### config.mk
export PLATFORM = sky130hd
export DESIGN_NAME = pulse_acq_framer
export DESIGN_NICKNAME = d
export VERILOG_FILES = /design/src/rtl/pulse_acq_pkg.sv /design/src/rtl/pulse_chan.sv /design/src/rtl/pulse_acq_framer.sv
export SDC_FILE = /design/constraint.sdc
export NUM_CORES = 1
export LEC_CHECK = 0
export ABC_CLOCK_PERIOD_IN_PS = 8470
export BUFFER_PORTS_ARGS = -buffer_cell sky130_fd_sc_hd__buf_2
export CAP_MARGIN = 20
export CORE_MARGIN = 1.5
export CORE_UTILIZATION = 55
export DETAILED_ROUTE_END_ITERATION = 7
export PLACE_DENSITY = 0.74
export SYNTH_ARGS = -nofsm -noshare
export SYNTH_HDL_FRONTEND = slang
export SYNTH_HIERARCHICAL = 1
export SYNTH_SLANG_ARGS = --single-unit
export TNS_END_PERCENT = 5
### constraint.sdc
create_clock -name clk_i -period 8.47 [get_ports clk_i]
set_input_delay 2.1175 -clock clk_i [delete_from_list [all_inputs] [get_ports clk_i]]
set_output_delay 2.1175 -clock clk_i [all_outputs]
set_load 0.01 [all_outputs]
### src/rtl/pulse_acq_pkg.sv
`default_nettype none
// ============================================================================
// Module  : pulse_acq_pkg
// Brief   : Frame constants, edge-mode encodings and framer FSM states.
// Rev     : 1.0
// ============================================================================
package pulse_acq_pkg;

    localparam logic [7:0] HDR_SYNC0   = 8'hEB;
    localparam logic [7:0] HDR_SYNC1   = 8'h90;
    localparam logic [7:0] TYPE_EVENT  = 8'h01;
    localparam logic [7:0] TYPE_STATUS = 8'h02;

    localparam int LEN_EVENT  = 10;
    localparam int LEN_STATUS = 12;

    typedef enum logic [1:0] {
        EDGE_OFF  = 2'b00,
        EDGE_RISE = 2'b01,
        EDGE_FALL = 2'b10,
        EDGE_BOTH = 2'b11
    } edge_mode_e;

    typedef enum logic [1:0] {
        ST_IDLE = 2'd0,
        ST_LOAD = 2'd1,
        ST_SEND = 2'd2
    } fsm_state_e;

endpackage
`default_nettype wire

### src/rtl/pulse_chan.sv
`default_nettype none
// ============================================================================
// Module  : pulse_chan
// Brief   : One pulse line: synchroniser, edge detect, timestamp capture, overrun.
// Rev     : 1.0
// ============================================================================
module pulse_chan
    import pulse_acq_pkg::*;
#(
    parameter int SYNC_STAGES = 2
) (
    input  logic        clk_i,
    input  logic        rst_ni,
    input  logic        ena_i,
    input  logic        pin_i,
    input  logic [1:0]  edge_mode_i,
    input  logic [31:0] count_i,
    input  logic        clr_i,
    output logic        level_o,
    output logic        pending_o,
    output logic        cap_level_o,
    output logic [31:0] ts_o,
    output logic        overrun_o
);

    logic [SYNC_STAGES-1:0] sync_q;
    logic                   prev_q;
    logic                   pending_q, pending_d;
    logic                   cap_level_q, cap_level_d;
    logic [31:0]            ts_q, ts_d;
    logic                   rise, fall, hit;

    assign level_o = sync_q[SYNC_STAGES-1];
    assign rise    = level_o & ~prev_q;
    assign fall    = ~level_o & prev_q;

    always_comb begin
        hit = 1'b0;
        case (edge_mode_e'(edge_mode_i))
            EDGE_RISE: hit = rise;
            EDGE_FALL: hit = fall;
            EDGE_BOTH: hit = rise | fall;
            default:   hit = 1'b0;
        endcase
        hit = hit & ena_i;
    end

    // A slot being released this cycle may take the new edge; otherwise it is lost.
    assign overrun_o = hit & pending_q & ~clr_i;

    always_comb begin
        pending_d   = pending_q;
        cap_level_d = cap_level_q;
        ts_d        = ts_q;
        if (clr_i) begin
            pending_d = 1'b0;
        end
        if (hit && !overrun_o) begin
            pending_d   = 1'b1;
            cap_level_d = level_o;
            ts_d        = count_i;
        end
    end

    always_ff @(posedge clk_i or negedge rst_ni) begin
        if (!rst_ni) begin
            sync_q      <= '0;
            prev_q      <= 1'b0;
            pending_q   <= 1'b0;
            cap_level_q <= 1'b0;
            ts_q        <= '0;
        end else begin
            sync_q      <= {sync_q[SYNC_STAGES-2:0], pin_i};
            prev_q      <= level_o;
            pending_q   <= pending_d;
            cap_level_q <= cap_level_d;
            ts_q        <= ts_d;
        end
    end

    assign pending_o   = pending_q;
    assign cap_level_o = cap_level_q;
    assign ts_o        = ts_q;

endmodule
`default_nettype wire

### src/rtl/pulse_acq_framer.sv
`default_nettype none
// ============================================================================
// Module  : pulse_acq_framer
// Brief   : Timestamped pulse events and periodic status packed into UART frames.
// Rev     : 1.0
// ============================================================================
module pulse_acq_framer
    import pulse_acq_pkg::*;
#(
    parameter int          NUM_CH      = 12,
    parameter int          SYNC_STAGES = 2,
    parameter int          FIFO_DEPTH  = 4096,
    parameter int          USEDW_W     = 12,
    parameter logic [15:0] VERSION     = 16'd0
) (
    input  logic                clk_i,
    input  logic                rst_ni,
    input  logic                ena_i,
    input  logic [NUM_CH-1:0]   pulse_in_i,
    input  logic [2*NUM_CH-1:0] edge_mode_i,
    input  logic [31:0]         count_i,
    input  logic                pulse_10ms_i,
    output logic                tx_fifo_wen_o,
    output logic [7:0]          tx_fifo_wdata_o,
    input  logic                tx_fifo_full_i,
    input  logic [USEDW_W-1:0]  tx_fifo_usedw_i,
    output logic [15:0]         drop_cnt_o,
    output logic                busy_o
);

    localparam int          CH_W        = (NUM_CH > 1) ? $clog2(NUM_CH) : 1;
    localparam logic [31:0] USEDW_LIMIT = 32'(FIFO_DEPTH - LEN_STATUS);

    logic [NUM_CH-1:0] level, pending, cap_level, overrun, clr;
    logic [31:0]       ts [NUM_CH];

    fsm_state_e        state_q, state_d;
    logic [3:0]        idx_q, idx_d;
    logic [7:0]        sum_q, sum_d;
    logic              stat_req_q, stat_req_d;
    logic [15:0]       drop_q, drop_d;
    logic [16:0]       drop_acc;
    logic [CH_W-1:0]   last_q, sel_ch, cand;
    logic              sel_found, fifo_room, last_byte, wen;
    logic [7:0]        byte_val;

    logic              sh_stat_q, sh_level_q;
    logic [CH_W-1:0]   sh_ch_q;
    logic [31:0]       sh_ts_q, sh_levels_q;
    logic [15:0]       sh_drop_q;

    for (genvar g = 0; g < NUM_CH; g++) begin : g_chan
        pulse_chan #(
            .SYNC_STAGES (SYNC_STAGES)
        ) u_chan (
            .clk_i       (clk_i),
            .rst_ni      (rst_ni),
            .ena_i       (ena_i),
            .pin_i       (pulse_in_i[g]),
            .edge_mode_i (edge_mode_i[2*g+1:2*g]),
            .count_i     (count_i),
            .clr_i       (clr[g]),
            .level_o     (level[g]),
            .pending_o   (pending[g]),
            .cap_level_o (cap_level[g]),
            .ts_o        (ts[g]),
            .overrun_o   (overrun[g])
        );
        assign clr[g] = (state_q == ST_LOAD) && !stat_req_q && (sel_ch == CH_W'(g));
    end

    // Round-robin: first pending channel strictly after the one served last.
    always_comb begin
        sel_found = 1'b0;
        sel_ch    = '0;
        cand      = '0;
        for (int k = 1; k <= NUM_CH; k++) begin
            cand = CH_W'((int'(last_q) + k) % NUM_CH);
            if (!sel_found && pending[cand]) begin
                sel_found = 1'b1;
                sel_ch    = cand;
            end
        end
    end

    always_comb begin
        drop_acc = {1'b0, drop_q} + 17'($countones(overrun));
        drop_d   = drop_acc[16] ? 16'hFFFF : drop_acc[15:0];
    end

    always_comb begin
        stat_req_d = stat_req_q;
        if (pulse_10ms_i && ena_i) begin
            stat_req_d = 1'b1;
        end
        if (state_q == ST_LOAD && stat_req_q) begin
            stat_req_d = 1'b0;
        end
    end

    assign fifo_room = (32'(tx_fifo_usedw_i) <= USEDW_LIMIT);

    always_comb begin
        byte_val  = 8'h00;
        last_byte = sh_stat_q ? (idx_q == 4'(LEN_STATUS - 1)) : (idx_q == 4'(LEN_EVENT - 1));
        if (last_byte) begin
            byte_val = sum_q;
        end else if (sh_stat_q) begin
            case (idx_q)
                4'd0:    byte_val = HDR_SYNC0;
                4'd1:    byte_val = HDR_SYNC1;
                4'd2:    byte_val = TYPE_STATUS;
                4'd3:    byte_val = VERSION[15:8];
                4'd4:    byte_val = VERSION[7:0];
                4'd5:    byte_val = sh_drop_q[15:8];
                4'd6:    byte_val = sh_drop_q[7:0];
                4'd7:    byte_val = sh_levels_q[31:24];
                4'd8:    byte_val = sh_levels_q[23:16];
                4'd9:    byte_val = sh_levels_q[15:8];
                4'd10:   byte_val = sh_levels_q[7:0];
                default: byte_val = 8'h00;
            endcase
        end else begin
            case (idx_q)
                4'd0:    byte_val = HDR_SYNC0;
                4'd1:    byte_val = HDR_SYNC1;
                4'd2:    byte_val = TYPE_EVENT;
                4'd3:    byte_val = 8'(sh_ch_q);
                4'd4:    byte_val = {7'd0, sh_level_q};
                4'd5:    byte_val = sh_ts_q[31:24];
                4'd6:    byte_val = sh_ts_q[23:16];
                4'd7:    byte_val = sh_ts_q[15:8];
                4'd8:    byte_val = sh_ts_q[7:0];
                default: byte_val = 8'h00;
            endcase
        end
    end

    always_comb begin
        state_d = state_q;
        idx_d   = idx_q;
        sum_d   = sum_q;
        wen     = 1'b0;
        case (state_q)
            ST_IDLE: begin
                if (ena_i && (stat_req_q || sel_found) && fifo_room) begin
                    state_d = ST_LOAD;
                end
            end
            ST_LOAD: begin
                idx_d   = '0;
                sum_d   = '0;
                state_d = ST_SEND;
            end
            ST_SEND: begin
                if (!tx_fifo_full_i) begin
                    wen   = 1'b1;
                    idx_d = idx_q + 4'd1;
                    // Sync bytes are excluded from the checksum.
                    if (idx_q >= 4'd2) begin
                        sum_d = sum_q + byte_val;
                    end
                    if (last_byte) begin
                        state_d = ST_IDLE;
                    end
                end
            end
            default: state_d = ST_IDLE;
        endcase
    end

    always_ff @(posedge clk_i or negedge rst_ni) begin
        if (!rst_ni) begin
            state_q    <= ST_IDLE;
            idx_q      <= '0;
            sum_q      <= '0;
            stat_req_q <= 1'b0;
            drop_q     <= '0;
        end else begin
            state_q    <= state_d;
            idx_q      <= idx_d;
            sum_q      <= sum_d;
            stat_req_q <= stat_req_d;
            drop_q     <= drop_d;
        end
    end

    always_ff @(posedge clk_i or negedge rst_ni) begin
        if (!rst_ni) begin
            sh_stat_q   <= 1'b0;
            sh_ch_q     <= '0;
            sh_level_q  <= 1'b0;
            sh_ts_q     <= '0;
            sh_drop_q   <= '0;
            sh_levels_q <= '0;
            last_q      <= CH_W'(NUM_CH - 1);
        end else if (state_q == ST_LOAD) begin
            sh_stat_q   <= stat_req_q;
            sh_ch_q     <= sel_ch;
            sh_level_q  <= cap_level[sel_ch];
            sh_ts_q     <= ts[sel_ch];
            sh_drop_q   <= drop_q;
            sh_levels_q <= 32'(level);
            if (!stat_req_q) begin
                last_q <= sel_ch;
            end
        end
    end

    assign tx_fifo_wen_o   = wen;
    assign tx_fifo_wdata_o = wen ? byte_val : 8'h00;
    assign drop_cnt_o      = drop_q;
    assign busy_o          = (state_q != ST_IDLE);

endmodule
`default_nettype wire

==> key figures <==
Final layout
  – Area growth syn-to-layout: 14.8%
  – Most common cell after layout, fill and taps aside: dfrtp_1
  – Final Instance Area: approximately 35000 um2
  – Register Area: 13600 um2
  – Share of cells above drive strength 1: between 30% and 40%
  – Final #Nets: ~2700
  – Fill cells: approximately 4100
  – Most frequent cells in the layout: dfrtp_1 (541), mux2_4 (361), nand2_1 (164)
  – Area of the multi-input gates: between 15000 and 20000 um2

Timing
  – Fin. Hold Viols: 0
  – RSZ-0062 raised after global routing: yes
  – Tmin final: 8400 ps
  – Final cycle utilization of the critical path: a little under 100%
  – Final setup violation count: 0
  – Setup_tns: 0 ps
  – Clock skew: approximately 16 ps
  – Slew Limit Headroom: 30.4%
  – Fin. max-slew vios: 0
  – FMAX: approximately 120 MHz
  – Hold Slack: ~330 ps
  – Worst-Margin Slew: ~1000 ps

Worst setup path
  – Crit path kind: reg -> reg
  – Arrival @ worst endpoint: just under 9000 ps
  – Crit path launch type: flip-flop
  – Max FO, Critical Path: 7
  – Required @ worst endpoint: approximately 9000 ps
  – Crit-path slowest cell: fa_1
  – Worst stage delay on the critical path: roughly 560 ps
  – CP dominant cell by count: fa_1
  – Setup crit end kind: flip-flop

Yosys
  – Average size of a mapped cell: 12.8 um2
  – Ys Warns: 6
  – Synth Instances: about 2400
  – Yosys reg bits: about 550
  – Main synth FF type: dfrtp_1
  – Post-synthesis cell type count: approximately 100
  – Syn nets: 2565
  – EDFF count, synth: 0
  – Largest cells by area after synthesis: dfrtp_1 (44%), mux2_4 (18%), mux2i_1 (4.7%)
  – Async S/R FF share, synth: 100%
  – Most area-hungry cell type in the Yosys netlist: dfrtp_1
  – Yosys top cell area share: 44.3%
  – Post-Syn Area: 30600 um2
  – Register area share after synthesis: between 40 and 50%

Detailed routing
  – Vias per cell: 6.19
  – Drt total wl: roughly 81 mm
  – Post-route ant nets: 0
  – Wire per inst: 24.2 um
  – Router iterations before antenna repair: 7
  – DRT iter0 DRCs: between 1500 and 2000
  – # DRC: 0
  – Vias: between 20000 and 25000

Clock network
  – CTS tree: built
  – Clk sinks: around 550
  – H-tree Lvls: 2
  – Worst-Skew Late Latency: approximately 630 ps
  – Worst-path clk slew: 70 ps
  – CTS buffer count: 57
  – CTS root buffer: clkbuf_16
  – Max Root-Sink Buffers: 3
  – Hold_buf cts: 0

Global route
  – Pin count of the biggest net entering global routing: around 190
  – GR Util met2: between 40% and 50%
  – Initial antenna violation count: 6
  – Vias in the first global route: roughly 21000
  – Busiest layer in global routing: met2
  – GRT Resource Usage Total: between 20% and 30%
  – Global-route wire length before repair: roughly 130 mm
  – GR Layer Usage met3: 3.93%
  – GR Overflow Total: 0
  – M1 GR Usage: about two fifths

Pwr
  – LEAKAGE: 17.5 nW
  – Worst VDD drop: 505 uV
  – Pwr dens: approximately 470 nW/um2
  – Total power draw: around 0.016 W

Status
  – Outcome: completed

Min path
  – HP Class: reg -> reg

Floorplanning
  – Core area: around 55000 um2
  – DIE WIDTH: ~240 um
  – Die area: between 50000 and 60000 um2
  – Height of the chip: approximately 240 um
  – Starting density of the core: a little under three fifths
  – FP Rows: 86
  – IO Count: roughly 110

Placed design
  – IO buf count: between 100 and 150
  – Placement-stage cell area: 32200 um2
  – Post-DP HPWL: around 49 mm
  – GPL Wtd Cong: just over 0.9

Job
  – Max cap viols: 0
-- worst max-delay path: cells and delay by family, from the launching register on --
kind	cells	cell delay (ps)
flip-flops	1	460
adder cells (fa/ha/maj)	8	3210
multiplexers	1	360
AND/OR/NAND/NOR	9	1460
buffers and inverters	6	740
AO/OA/AOI/OAI	10	2040
-- final cells by class --
| cell class | instances | area share, % |
|---|---|---|
| sequential | 545 | 38.8 |
| multi-input combinational | 1635 | 47.1 |
| tap | 748 | 2.66 |
| timing repair buffer | 248 | 4.72 |
| antenna | 2 | 0.0142 |
| inverter | 75 | 0.808 |
| clock inverter | 26 | 1.11 |
| clock buffer | 81 | 4.74 |
-- cells by family after synthesis --
| group | count (synthesis) | synth area share, % |
|---|---|---|
| DFF | 545 | 44.5 |
| adders and majority gates | 84 | 3.65 |
| muxes | 596 | 27.2 |
| AOI/OAI and AO/OA | 418 | 10.3 |
| and+or+nand+nor | 510 | 9.56 |
| xor gates and xnor gates | 26 | 0.838 |
| buffers and inverters | 217 | 3.89 |
-- sequential cells by signal, indices dropped and copies added, names as in the netlist, 2 cells and up --
signal                     flops
g_chan.u_chan/ts_o           384
drop_cnt_o                    16
g_chan.u_chan/pending_o       12
sh_drop_q                     16
state_q                        2
g_chan.u_chan/cap_level_o     12
sh_levels_q                   12
sum_q                          8
last_q                         4
g_chan.u_chan/sync_q          24
sh_ch_q                        4
idx_q                          4
sh_ts_q                       32
g_chan.u_chan/prev_q          12
-- cell usage after synthesis, types with 7 or more instances --
library cell,n
mux2_4,360
o31ai_1,7
nand2_1,164
nand4b_4,12
nand2b_1,46
nor2b_1,12
a22oi_1,10
buf_2,21
a21oi_1,51
and3_1,10
mux2_2,50
o21a_1,13
a211oi_1,9
buf_1,8
inv_1,70
or3_1,10
nor2_1,69
nor4_1,9
mux4_2,41
o221ai_1,9
fa_1,9
a31oi_1,11
a221o_1,33
o32ai_1,34
mux2i_1,145
o221a_2,33
nor3b_1,7
nand3_2,12
buf_4,15
a21boi_0,15
clkbuf_1,59
xnor2_1,15
a21o_1,18
nand3_1,35
nand2b_4,12
o21ai_0,92
dfrtp_1,542
xor2_1,8
buf_6,39
nor3_1,58
o22ai_1,7
ha_1,75
and2_1,15
-- metrics by stage --
step | instances | worst slack, ps | utilization [%]
2_1_floorplan | 2396 | -176 | -
3_3_place_gp | 3214 | 2.05 | 58.4
3_5_place_dp | 3214 | -147 | 58.4
4_1_cts | 3324 | 2.27 | 62.4
5_1_grt | 3358 | -224 | 63.8
6_report | 3360 | 73.1 | 63.8
-- final timing paths --
path	from	end	slack [ps]	depth (start not counted)
worst max-delay path	last_q[2]	drop_cnt_o[4]	70	34
worst min-delay path	g_chan[7].u_chan/sync_q[0]	g_chan[7].u_chan/sync_q[1]	330	0
worst max register to register	last_q[2]	drop_cnt_o[4]	70	34
worst min register to register	g_chan[7].u_chan/sync_q[0]	g_chan[7].u_chan/sync_q[1]	330	0
max in group asynchronous	rst_ni	g_chan[5].u_chan/ts_o[11]	5310	2
min in group asynchronous	rst_ni	last_q[2]	1510	1
-- where the power goes --
| part | total (W) | internal (W) | switching [W] |
|---|---|---|---|
| clock | 0.00271 | 0.00162 | 0.00109 |
| sequential | 0.00421 | 0.00353 | 0.000678 |
| combinational | 0.00943 | 0.00446 | 0.00497 |
-- metal layers --
metal | routed length (um) | vias up
met3 | 4200 | 149
met4 | 2160 | 2
met5 | 13 | -
met1 | 36500 | 10800
met2 | 38400 | 633
li1 | - | 9188
-- repair_timing --
action | 4_1_cts | 5_1_grt
pin swaps | 4 | 49
endpoints found under the hold margin | 0 | 0
endpoints found under the setup margin | 16 | 18
buffers inserted | 3 | 34
gates resized for setup | 19 | 98
gates cloned | 0 | 1
Note: power is estimated with default switching activity, not from simulation.
